<file path="src/rtl/prbs_sync_receiver_if.sv">
// Received-word bus for the PRBS checker.
// master drives i_valid/i_rx_data; slave (the checker) samples them.
interface prbs_sync_receiver_if #(
    parameter int NB_DATA = 8
) ();
    logic               i_valid;
    logic [NB_DATA-1:0] i_rx_data;

    modport master (output i_valid, output i_rx_data);
    modport slave  (input  i_valid, input  i_rx_data);
endinterface

</file>
<file path="src/rtl/prbs_sync_receiver.sv">
// Receive-side checker for the 8-bit LFSR test link.
// Self-seeds from the stream, locks with hysteresis, counts word/bit errors.
// Ports: clk, i_rst (async, active-low), i_soft_reset, i_clr_count,
//        rx (i_valid, i_rx_data), o_lock, o_state, o_err_pulse,
//        o_word_errs, o_bit_errs (saturating).
module prbs_sync_receiver #(
    parameter int NB_DATA    = 8,
    parameter int LOCK_CNT   = 4,
    parameter int UNLOCK_CNT = 3,
    parameter int NB_CNT     = 16
) (
    input  logic                clk,
    input  logic                i_rst,
    input  logic                i_soft_reset,
    input  logic                i_clr_count,
    prbs_sync_receiver_if.slave rx,
    output logic                o_lock,
    output logic [1:0]          o_state,
    output logic                o_err_pulse,
    output logic [NB_CNT-1:0]   o_word_errs,
    output logic [NB_CNT-1:0]   o_bit_errs
);

    localparam logic [1:0] ST_SEARCH = 2'b00;
    localparam logic [1:0] ST_VERIFY = 2'b01;
    localparam logic [1:0] ST_LOCKED = 2'b10;
    localparam logic [1:0] ST_SLIP   = 2'b11;

    localparam logic [3:0] LOCK_N   = 4'(LOCK_CNT);
    localparam logic [3:0] UNLOCK_N = 4'(UNLOCK_CNT);

    // Wide enough to hold counter + popcount without overflow.
    localparam int NB_SUM = NB_CNT + 4;
    localparam logic [NB_CNT-1:0] CNT_MAX = '1;

    logic [1:0]         state_q, state_d;
    logic [NB_DATA-1:0] ref_q, ref_d;
    logic [3:0]         mcnt_q, mcnt_d;
    logic [3:0]         miss_q, miss_d;
    logic [NB_CNT-1:0]  word_q, word_d;
    logic [NB_CNT-1:0]  bit_q, bit_d;
    logic               pulse_q, pulse_d;
    logic               lock_q, lock_d;

    logic [NB_DATA-1:0] rx_data;
    logic [NB_DATA-1:0] nxt_ref;
    logic [NB_DATA-1:0] diff;
    logic [3:0]         diff_ones;
    logic [NB_SUM-1:0]  bit_sum;
    logic [3:0]         mcnt_inc;
    logic [3:0]         miss_inc;
    logic               match;
    logic               err;

    assign rx_data  = rx.i_rx_data;
    assign nxt_ref  = {ref_q[NB_DATA-2:0],
                       ref_q[7] ^ ref_q[5] ^ ref_q[4] ^ ref_q[3]};
    assign match    = (rx_data == nxt_ref);
    assign diff     = rx_data ^ nxt_ref;
    assign mcnt_inc = mcnt_q + 4'd1;
    assign miss_inc = miss_q + 4'd1;
    assign bit_sum  = NB_SUM'(bit_q) + NB_SUM'(diff_ones);

    always_comb begin
        diff_ones = '0;
        for (int i = 0; i < NB_DATA; i++) begin
            diff_ones = diff_ones + 4'(diff[i]);
        end
    end

    always_comb begin
        state_d = state_q;
        ref_d   = ref_q;
        mcnt_d  = mcnt_q;
        miss_d  = miss_q;
        word_d  = word_q;
        bit_d   = bit_q;
        err     = 1'b0;

        if (rx.i_valid) begin
            unique case (state_q)
                ST_SEARCH: begin
                    // All-zero is the LFSR lockup word; never seed from it.
                    if (rx_data != '0) begin
                        ref_d   = rx_data;
                        mcnt_d  = '0;
                        state_d = ST_VERIFY;
                    end
                end
                ST_VERIFY: begin
                    ref_d = rx_data;
                    if (match) begin
                        mcnt_d = mcnt_inc;
                        if (mcnt_inc == LOCK_N) begin
                            state_d = ST_LOCKED;
                        end
                    end else begin
                        mcnt_d = '0;
                        if (rx_data == '0) begin
                            state_d = ST_SEARCH;
                        end
                    end
                end
                ST_LOCKED: begin
                    // Free-running reference: a bad word costs one error only.
                    ref_d = nxt_ref;
                    if (!match) begin
                        err    = 1'b1;
                        miss_d = 4'd1;
                        state_d = (UNLOCK_N == 4'd1) ? ST_SEARCH : ST_SLIP;
                    end
                end
                ST_SLIP: begin
                    ref_d = nxt_ref;
                    if (match) begin
                        miss_d  = '0;
                        state_d = ST_LOCKED;
                    end else begin
                        err    = 1'b1;
                        miss_d = miss_inc;
                        if (miss_inc == UNLOCK_N) begin
                            state_d = ST_SEARCH;
                        end
                    end
                end
            endcase
        end

        pulse_d = err;

        // A clear in the same cycle as an error wins; the error is dropped.
        if (i_clr_count) begin
            word_d = '0;
            bit_d  = '0;
        end else if (err) begin
            if (word_q != CNT_MAX) begin
                word_d = word_q + NB_CNT'(1);
            end
            if (bit_sum > NB_SUM'(CNT_MAX)) begin
                bit_d = CNT_MAX;
            end else begin
                bit_d = bit_sum[NB_CNT-1:0];
            end
        end

        if (i_soft_reset) begin
            state_d = ST_SEARCH;
            ref_d   = '0;
            mcnt_d  = '0;
            miss_d  = '0;
            word_d  = '0;
            bit_d   = '0;
            pulse_d = 1'b0;
        end

        lock_d = (state_d == ST_LOCKED) || (state_d == ST_SLIP);
    end

    always_ff @(posedge clk or negedge i_rst) begin
        if (!i_rst) begin
            state_q <= ST_SEARCH;
            ref_q   <= '0;
            mcnt_q  <= '0;
            miss_q  <= '0;
            word_q  <= '0;
            bit_q   <= '0;
            pulse_q <= 1'b0;
            lock_q  <= 1'b0;
        end else begin
            state_q <= state_d;
            ref_q   <= ref_d;
            mcnt_q  <= mcnt_d;
            miss_q  <= miss_d;
            word_q  <= word_d;
            bit_q   <= bit_d;
            pulse_q <= pulse_d;
            lock_q  <= lock_d;
        end
    end

    assign o_lock      = lock_q;
    assign o_state     = state_q;
    assign o_err_pulse = pulse_q;
    assign o_word_errs = word_q;
    assign o_bit_errs  = bit_q;

endmodule

</file>
<file path="src/flat_wrapper.sv">
// flat-port wrapper written by rule: the top's interface ports become plain ports
module prbs_sync_receiver_flat 
#(
    parameter int NB_DATA    = 8,
    parameter int LOCK_CNT   = 4,
    parameter int UNLOCK_CNT = 3,
    parameter int NB_CNT     = 16
)
  (clk, i_rst, i_soft_reset, i_clr_count, o_lock, o_state, o_err_pulse, o_word_errs, o_bit_errs, rx_i_valid, rx_i_rx_data);
  prbs_sync_receiver_if #(.NB_DATA(NB_DATA)) rx_i ();
  input  logic clk;
  input  logic i_rst;
  input  logic i_soft_reset;
  input  logic i_clr_count;
  output logic o_lock;
  output logic [1:0] o_state;
  output logic o_err_pulse;
  output logic [NB_CNT-1:0] o_word_errs;
  output logic [NB_CNT-1:0] o_bit_errs;
  input wire logic [$bits(rx_i.i_valid)-1:0] rx_i_valid;
  input wire logic [$bits(rx_i.i_rx_data)-1:0] rx_i_rx_data;
  assign rx_i.i_valid = rx_i_valid;
  assign rx_i.i_rx_data = rx_i_rx_data;
  prbs_sync_receiver #(.NB_DATA(NB_DATA), .LOCK_CNT(LOCK_CNT), .UNLOCK_CNT(UNLOCK_CNT), .NB_CNT(NB_CNT)) u_core (.clk(clk), .i_rst(i_rst), .i_soft_reset(i_soft_reset), .i_clr_count(i_clr_count), .rx(rx_i), .o_lock(o_lock), .o_state(o_state), .o_err_pulse(o_err_pulse), .o_word_errs(o_word_errs), .o_bit_errs(o_bit_errs));
endmodule
</file>
<file path="config.mk">
export PLATFORM = sky130hd
export DESIGN_NAME = prbs_sync_receiver_flat
export DESIGN_NICKNAME = d
export VERILOG_FILES = /design/src/rtl/prbs_sync_receiver_if.sv /design/src/rtl/prbs_sync_receiver.sv /design/src/flat_wrapper.sv
export SDC_FILE = /design/constraint.sdc
export NUM_CORES = 1
export LEC_CHECK = 0
export ABC_AREA = 1
export BUFFER_PORTS_ARGS = -buffer_cell sky130_fd_sc_hd__buf_2
export CAP_MARGIN = 10
export CORE_MARGIN = 2
export CORE_UTILIZATION = 59
export CTS_CLUSTER_SIZE = 24
export DETAILED_ROUTE_END_ITERATION = 10
export GPL_ROUTABILITY_DRIVEN = 0
export GPL_TIMING_DRIVEN = 0
export PLACE_DENSITY_LB_ADDON = 0.3
export SYNTH_ARGS = -nofsm -noshare
export SYNTH_HDL_FRONTEND = slang
export SYNTH_SLANG_ARGS = --single-unit
</file>
<file path="constraint.sdc">
create_clock -name clk -period 5 [get_ports clk]
set_input_delay 0 -clock clk [delete_from_list [all_inputs] [get_ports clk]]
set_output_delay 0 -clock clk [all_outputs]
set_load 0.02 [all_outputs]
</file>
# After elaboration in Yosys (flattened, before gate mapping)
# Cells that the tools add are included.
[op_classes]
n_bitwise = 4
mux = 36
order_cmp = 1
eq_ne = 11
div = 0
multipliers = 0
n_reduce_logical = 14
shift = 0
addsub = 11
[ops]
columns = ["op", "n"]
rows = [
  ["two-way mux 16 bit", 8],
  ["two-way mux 4 bit", 8],
  ["adder 4 x 1 -> 4 bit", 6],
  ["two-way mux 8 bit", 3],
  ["one-hot mux 8 bit (3 select lines)", 1],
  ["greater-than comparator 20 x 16 -> 1 bit, second input constant", 1],
  ["two-way mux 2 bit", 9],
  ["adder 16 x 4 -> 17 bit", 1],
  ["adder 16 x 1 -> 16 bit, second input constant", 1],
  ["!= test 16 bit, second input constant", 1],
  ["one-hot mux 4 bit (2 select lines)", 2],
  ["nonzero test 3 bit", 4],
  ["adder 4 x 1 -> 4 bit, second input constant", 2],
  ["equality test 2 bit, second input constant", 4],
  ["equality test 8 bit", 1],
  ["logical NOT 8 bit", 1],
  ["one-hot mux 2 bit (4 select lines)", 1],
  ["nonzero test 8 bit", 1],
  ["XOR 8 bit", 1],
  ["AND reduction 3 bit", 2],
  ["equality test 4 x 2 -> 1 bit, second input constant", 1],
  ["equality test 4 x 3 -> 1 bit, second input constant", 1],
  ["two-way mux 1 bit", 4],
  ["AND reduction 2 bit", 2],
  ["9 further kinds", 11],
]
[word_totals]
latch_bits = 0
wordCells = 85
mem_bits_ro = 0
n_memories = 0
in_bits = 13
out_inout_bits = 36
ram_bits = 0
regBits = 52

# Longest topological paths before layout
# Gate-level depths: netlist (run 1).
[logic_depth]
ltp_word = 17
ltp_mapped = 26
depth_no_buf = 26

# Worst setup path after synthesis (run 1)
# OpenSTA, ideal clock, no wires.
[synth_path]
path_type = "register to register"
start = "register u_core.ref_q[3]"
end = "register u_core.bit_q[3] (netlist: u_core.o_bit_errs[3])"
setup_slack_ns = 0.636
arrival_time_ns = 4.241
stages_incl_launch_ff = 24
path_cell_list = "dfrtp_1 xnor2_1 inv_1 or2_2 nand2_1 nand2_1 nand2_1 inv_1 ha_1 inv_1 fa_1 inv_1 fa_1 fa_1 inv_1 fa_1 inv_1 fa_1 nand3_1 nand2_1 nand4_1 inv_1 o21ai_0 nand2_1"
[synth_between]
elab_chain_cells = 15
elab_cells_between_ends = 20
cone_classes = "add/sub (8); order compare (1); eq/ne (1); mux (7); bitwise (2); reduce/logical (1)"
[synth_rtl]
columns = ["item", "line_no", "rtl"]
rows = [
  ["start, declared", "prbs_sync_receiver.sv:37", "logic [NB_DATA-1:0] ref_q, ref_d;"],
  ["start signal, assigned", "prbs_sync_receiver.sv:171", "ref_q <= ref_d;"],
  ["XOR 1 bit", "prbs_sync_receiver.sv:57", "ref_q[7] ^ ref_q[5] ^ ref_q[4] ^ ref_q[3]};"],
  ["XOR 8 bit", "prbs_sync_receiver.sv:59", "assign diff = rx_data ^ nxt_ref;"],
  ["adder 1 x 1 -> 2 bit", "prbs_sync_receiver.sv:67", "diff_ones = diff_ones + 4'(diff[i]);"],
  ["adder 4 x 1 -> 4 bit (6 in series)", "prbs_sync_receiver.sv:67", ""],
  ["adder 16 x 4 -> 17 bit", "prbs_sync_receiver.sv:62", "assign bit_sum = NB_SUM'(bit_q) + NB_SUM'(diff_ones);"],
  ["greater-than comparator 20 x 16 -> 1 bit", "prbs_sync_receiver.sv:139", "if (bit_sum > NB_SUM'(CNT_MAX)) begin"],
  ["two-way mux 16 bit", "prbs_sync_receiver.sv:139", ""],
  ["two-way mux 16 bit", "prbs_sync_receiver.sv:135", "end else if (err) begin"],
  ["two-way mux 16 bit", "prbs_sync_receiver.sv:132", "if (i_clr_count) begin"],
  ["two-way mux 16 bit", "prbs_sync_receiver.sv:146", "if (i_soft_reset) begin"],
  ["end signal, assigned", "prbs_sync_receiver.sv:175", "bit_q <= bit_d;"],
  ["end, declared", "prbs_sync_receiver.sv:41", "logic [NB_CNT-1:0] bit_q, bit_d;"],
]
# Parallel ways exist; a longest one is shown, timed or not. The select of a mux whose other input is x is not followed.
# A chain may end at the register's enable or synchronous reset.

# Worst setup path in the final report (run 1)
[layout_path]
start = "register u_core.ref_q[4]"
end = "register u_core.bit_q[5] (netlist: u_core.o_bit_errs[5])"
[layout_between]
elab_chain_cells = 16
elab_cells_between_ends = 21
cone_classes = "add/sub (8); order compare (1); eq/ne (1); mux (7); bitwise (3); reduce/logical (1)"
[layout_rtl]
columns = ["item", "line_no"]
rows = [
  ["XOR 1 bit (2 in series)", "prbs_sync_receiver.sv:57"],
  ["XOR 8 bit", "prbs_sync_receiver.sv:59"],
  ["adder 1 x 1 -> 2 bit", "prbs_sync_receiver.sv:67"],
  ["adder 4 x 1 -> 4 bit (6 in series)", "prbs_sync_receiver.sv:67"],
  ["adder 16 x 4 -> 17 bit", "prbs_sync_receiver.sv:62"],
  ["greater-than comparator 20 x 16 -> 1 bit", "prbs_sync_receiver.sv:139"],
  ["two-way mux 16 bit", "prbs_sync_receiver.sv:139"],
  ["two-way mux 16 bit", "prbs_sync_receiver.sv:135"],
  ["two-way mux 16 bit", "prbs_sync_receiver.sv:132"],
  ["two-way mux 16 bit", "prbs_sync_receiver.sv:146"],
]
# Parallel ways exist; a longest one is shown, timed or not. The select of a mux whose other input is x is not followed.

==> results of run 1 <==
## state kept, by name (all words and copies together) (netlist names)
signal,flops
u_core.o_err_pulse,1
u_core.o_bit_errs,16
u_core.miss_q,4
u_core.o_state,2
u_core.o_lock,1
u_core.ref_q,8
u_core.o_word_errs,16
u_core.mcnt_q,4
## per-layer routing
layer,vias to the layer above,track usage [%]
met4,0,10.4
li1,2005,-
met2,159,45.6
met5,-,0
met3,23,4.09
met1,1857,35.4
## cell families (layout without fill, tap and decap cells)
group	after synthesis	in the layout	synth area share, %
compound gates	45	45	6.47
xor+xnor	7	7	1.57
fa+ha+maj	18	18	6.72
buf+inv	86	147	8.80
flops	52	52	33.3
mux	1	1	0.256
simple gates	381	381	42.9
## final timing paths
path	slack (ns)	depth (start not counted)	start	endpoint
min in group asynchronous	0.15	2	i_rst	u_core.o_bit_errs[10]$_DFFE_PN0P_
hold reg to reg	0.51	2	u_core.o_bit_errs[15]$_DFFE_PN0P_	u_core.o_bit_errs[15]$_DFFE_PN0P_
hold / removal	0.005	4	rx_i_valid	u_core.o_state[0]$_DFF_PN0_
max in group asynchronous	4.30	3	i_rst	u_core.miss_q[0]$_DFFE_PN0P_
setup reg to reg	0.28	24	u_core.ref_q[4]$_DFFE_PN0P_	u_core.o_bit_errs[5]$_DFFE_PN0P_
setup / recovery	0.28	24	u_core.ref_q[4]$_DFFE_PN0P_	u_core.o_bit_errs[5]$_DFFE_PN0P_
## power breakdown
part	internal, W	leakage, nW	total (W)	switching, W
Sequential	0.000426	0.717	0.000432	0.00000636
Clock	0.0000997	0.0404	0.000258	0.000159
Combinational	0.0000751	1.67	0.000202	0.000126
Total	0.000601	2.43	0.000892	0.000292
## metrics by stage
| step | worst slack [ns] | std cells | total power [W] | cell area, sq um |
|---|---|---|---|---|
| floorplan | 0.636 | 590 | 0.000578 | 3910 |
| global placement | 0.216 | 715 | 0.000622 | 4250 |
| detailed placement | 0.0915 | 715 | 0.000635 | 4250 |
| CTS | 0.0637 | 724 | 0.000891 | 4350 |
| global route | -0.0108 | 728 | 0.000937 | 4410 |
| finish | 0.281 | 728 | 0.000892 | 4410 |
## critical path, delay by kind of cell, from the launching register on
family	cells	cell delay (ns)
AOI/OAI and AO/OA	1	0.07
xor gates and xnor gates	1	0.18
adders and majority gates	6	2.23
buffers and inverters	7	0.64
DFF	1	0.43
and+or+nand+nor	9	1.11
## cell type report
class | count | area (sq um)
Buffer | 9 | 55.1
Inverter | 77 | 289
Multi-Input combinational cell | 452 | 2280
Sequential cell | 52 | 1300
Tap cell | 77 | 96.3
Clock inverter | 3 | 23.8
Timing Repair Buffer | 53 | 293
Clock buffer | 5 | 68.8
Fill cell | 556 | 1980
## cells in the final DEF (no fill, tap or decap), types with 2 or more instances in the layout
cell,count
a21o_1,2
a21oi_1,6
buf_2,50
buf_4,6
clkbuf_1,3
clkbuf_8,5
clkinvlp_4,2
dfrtp_1,51
fa_1,4
ha_1,13
inv_1,69
inv_2,7
nand2_1,215
nand2_2,3
nand2_4,3
nand3_1,64
nand3_2,2
nand3b_1,4
nand4_1,15
nor2_1,54
nor2_2,4
nor2_4,2
nor3_1,6
nor4_1,3
o21ai_0,24
o21bai_1,5
o22ai_1,6
or2_2,3
xnor2_1,4
xor2_1,2
## timing repair
item | 4_1_cts | 5_1_grt
endpoints found under the setup margin | 0 | 14
buffers inserted | 0 | 3
hold buffers | 1 | 0
endpoints found under the hold margin | 52 | 0
resized for setup | 0 | 6
==> reports/qor.txt, run 1 <==
antenna cell count: 0
first-pass GRT wire length: 16300 um
EDFF count, synth: 0
TritonRoute pass-1 iters: 7
DR iter-0 viols: 291
Initial Utilization: 61.2%
Slew headroom: 61.3%
crit end category: flop
fin util: 69.0%
Synth warnings: 0
startpoint types: flop
Routed met1 length: 4150 um
clk_skew: 0.0110 ns
worst setup path class: reg2reg
CORE AREA: 0.00639 sq mm
Synth Register Bits: 52
Setup violations, final: 0
Slew @ Worst Pin: 0.578 ns
P&R area growth vs syn: 12.7%
H-tree depth: 2
Post-route DRC: 0
WL/cell: 13.2 um
vias in the first global route: 3785
length of routed met2 wiring: 4730 um
Final Max Tran Viols: 0
die width: 85.4 um
synthesized net count: 621
top layer in use: met4
Commonest cells post-synth: nand2_1 (216), inv_1 (69), nand3_1 (64)
total track usage: 27.2%
Post-synth ARST share: 100%
Worst Hold Margin: 0.00479 ns
Net count, final: 681
Clk Latency, worst-skew pair: 0.32 ns
top post-synthesis cells by area: dfrtp_1 (33%), nand2_1 (21%), nand3_1 (8.2%)
shortest period the worst path allows: 4.72 ns
WL met3: 580 um
critical path fanouts, max: 6
clk sink count: 52
Synth cell types: 35
setup TNS: 0 ns
max incr delay on CP: 0.47 ns
most frequent cell after synthesis: nand2_1
run status: finished clean
max frequency: 0.212 GHz
I/O pin cnt: 49
Top FF cell, synth: dfrtp_1
fin crit share: 94.4%
post-synthesis sequential area ratio: 33.3%
Clock Path Buffers: 2
final wirelength: 9620 um
IO buf count: 48
synthesized area per cell: 6.62 sq um
Leak: 2.43 nW
final hold vios: 0
WP data arrival: 4.97 ns
min-delay worst type: in2reg
root buf cell: clkbuf_8
share of cells above drive strength 1: 14.6%
DIE AREA: 0.00729 sq mm
crit path max-delay cell type: fa_1
DR vias/cell: 5.55
Reg clk slew, reported paths: 0.11 ns
pin count of the biggest net entering global routing: 53
Synth top area share: 33.3%
synthesized area: 0.00391 sq mm
synthesized instance count: 590
TritonCTS buffer count: 5
row cnt: 29
Die Y: 85.4 um
antenna violations before repair: 0
worst path cell trace: xnor2_2 -> inv_1 -> or2_2 -> nand2_1 -> nand2_1 -> nand2_1 -> inv_1 -> ha_1 -> inv_1 -> fa_1 -> inv_1 -> fa_1 -> fa_1 -> inv_1 -> fa_1 -> inv_1 -> fa_2 -> nand3_1 -> nand2_2 -> nand4_1 -> buf_4 -> nand3_1 -> nand2_1 -> o21ai_0
Power Density: 202 mW/mm^2
worst path required time: 5.25 ns
Final HPWL DP: 7140 um
Final ANT Viol Nets: 0
max-cap viol count: 0
Yosys top cell by area: dfrtp_1
most frequent CP cell: inv_1
CTS tree: built
via count: 4044
Remaining Overflow, GRT: 0
VDD IR max: 0.000120 V
Note: power is estimated with default switching activity, not from simulation.
==> run 2, diff against run 1 <==
--- a/config.mk
+++ b/config.mk
@@ -9,7 +9,7 @@
 export BUFFER_PORTS_ARGS = -buffer_cell sky130_fd_sc_hd__buf_2
 export CAP_MARGIN = 10
 export CORE_MARGIN = 2
-export CORE_UTILIZATION = 59
+export CORE_UTILIZATION = 53
 export CTS_CLUSTER_SIZE = 24
 export DETAILED_ROUTE_END_ITERATION = 10
 export GPL_ROUTABILITY_DRIVEN = 0
==> constraint.sdc (replaced) <==
create_clock -name clk -period 4.25 [get_ports clk]
set_input_delay 0 -clock clk [delete_from_list [all_inputs] [get_ports clk]]
set_output_delay 0 -clock clk [all_outputs]
set_load 0.02 [all_outputs]
==> reports/qor.txt, run 2 (synthesized netlist as in run 1, its figures left out) <==
run status: complete, but fails checks
failing checks: setup timing
Net count, final: 690
startpoint types: flop
flop-to-flop setup slack: -0.22 ns
Slew headroom: 63.6%
final worst slack: -0.217 ns
total track usage: 24.2%
Slew @ Worst Pin: 0.544 ns
TritonRoute pass-1 iters: 4
setup TNS: -2.89 ns
Worst R2R Path Depth: 24
DR vias/cell: 5.33
Final Max Tran Viols: 0
TritonCTS buffer count: 5
worst setup path class: reg2reg
Power Density: 241 mW/mm^2
RSZ-0062 raised after global routing: yes
Final HPWL DP: 7000 um
Final ANT Viol Nets: 0
die width: 89.9 um
root buf cell: clkbuf_8
WP data arrival: 4.68 ns
Worst R2R End: u_core.o_bit_errs[1]$_DFFE_PN0P_
# fillers: 665
final wirelength: 9850 um
CTS tree: built
critical path fanouts, max: 8
final hold vios: 0
area of the multi-input gates: 0.00242 sq mm
fin crit share: 105%
share of cells above drive strength 1: 20.2%
Reg clk slew, reported paths: 0.10 ns
pin count of the biggest net entering global routing: 53
max-cap viol count: 0
Remaining Overflow, GRT: 0
vias in the first global route: 3789
WL/cell: 13.0 um
hold path depth: 4
Clock Path Buffers: 2
clk_skew: 0.0167 ns
via count: 4043
Initial Utilization: 54.2%
Leak: 2.51 nW
Clk Latency, worst-skew pair: 0.32 ns
first-pass GRT wire length: 16500 um
I/O pin cnt: 49
min-delay worst type: in2reg
CORE AREA: 0.00721 sq mm
Post-route DRC: 0
VDD IR max: 0.000140 V
Die Y: 89.9 um
shortest period the worst path allows: 4.47 ns
Setup violations, final: 16
commonest non-fill, non-tap cells in the layout: nand2_1 (202), inv_1 (64), nand3_1 (59)
clk sink count: 52
Final Power: 0.00112 W
HP Start: i_soft_reset
H-tree depth: 2
sequential standard cell area: 0.00130 sq mm
fin util: 64.3%
worst r2r src: u_core.ref_q[4]$_DFFE_PN0P_
row cnt: 31
antenna violations before repair: 0
P&R area growth vs syn: 18.8%
DR iter-0 viols: 179
DIE AREA: 0.00808 sq mm
IO buf count: 48
worst path required time: 4.46 ns
crit end category: flop
hold worst-path end: u_core.o_state[0]$_DFF_PN0_
commonest non-fill, non-tap cell in the layout: nand2_1
max frequency: 0.224 GHz
antenna cell count: 0
[run 2: stage by stage]
step	instance area, sq um	hold slack [ns]	instances	setup WS (ns)
3_5_place_dp	4280	0.312	737	-0.437
5_1_grt	4640	0.0424	758	-0.397
6_report	4640	0.0170	758	-0.217
3_3_place_gp	4280	0.309	737	-0.389
2_1_floorplan	3920	-0.296	590	0.00656
4_1_cts	4530	0.0107	754	-0.256
[run 2: worst max path at each step]
stage,start,to,slack (ns),depth (start not counted)
floorplan,u_core.ref_q[3]$_DFFE_PN0P_,u_core.o_bit_errs[4]$_DFFE_PN0P_,0.007,22
global placement,u_core.ref_q[3]$_DFFE_PN0P_,u_core.o_bit_errs[0]$_DFFE_PN0P_,-0.39,23
detailed placement,u_core.ref_q[3]$_DFFE_PN0P_,u_core.o_bit_errs[0]$_DFFE_PN0P_,-0.44,23
CTS,u_core.ref_q[3]$_DFFE_PN0P_,u_core.o_bit_errs[14]$_DFFE_PN0P_,-0.26,26
global route,u_core.ref_q[4]$_DFFE_PN0P_,u_core.o_bit_errs[5]$_DFFE_PN0P_,-0.40,25
finish,u_core.ref_q[4]$_DFFE_PN0P_,u_core.o_bit_errs[1]$_DFFE_PN0P_,-0.22,24
[run 2: area by class of cell]
| cell class | instances | area share (%) |
|---|---|---|
| repair buffers | 62 | 8.09 |
| inverters | 77 | 6.28 |
| clock buffers | 6 | 1.56 |
| flip-flops and latches | 52 | 28.0 |
| plain buffers | 9 | 1.19 |
| well taps | 99 | 2.67 |
| multi-input cells | 452 | 52.1 |
| clock inverters | 1 | 0.108 |
[run 2: critical path, cell delays in order (launching register included)]
cell	delay, ns
dfrtp_1	0.42
xnor2_1	0.19
inv_1	0.07
or2_4	0.26
nand2_4	0.06
nand2_2	0.05
nand2_2	0.07
inv_2	0.04
ha_4	0.25
inv_2	0.03
fa_1	0.47
inv_1	0.05
fa_1	0.50
fa_2	0.22
inv_2	0.04
fa_2	0.53
inv_2	0.05
fa_2	0.37
nand3_2	0.10
nand2_4	0.08
nand4_1	0.10
buf_6	0.15
inv_4	0.05
o21ai_2	0.13
nand2_1	0.06
[run 2: power breakdown]
group | switching [W] | internal (W) | leakage, nW
sequential | 0.00000722 | 0.000501 | 0.719
combinational | 0.000185 | 0.000142 | 1.75
clock | 0.000171 | 0.000113 | 0.0410
[run 2: metal layers]
layer / vias to the layer above / routed length [um] / GRT usage, %
li1: 2024 / - / -
met1: 1915 / 4320 / 29.4
met2: 92 / 4990 / 43.6
met3: 12 / 415 / 3.77
met4: 0 / 127 / 8.21
met5: - / 0 / 0
[run 2: timing repair]
item,CTS,global route
cloned,0,0
endpoints found under the setup margin,16,16
pin swaps,20,20
setup buffers,9,3
gates resized for setup,36,19
hold endpoints to repair,52,0
hold buffers,1,0
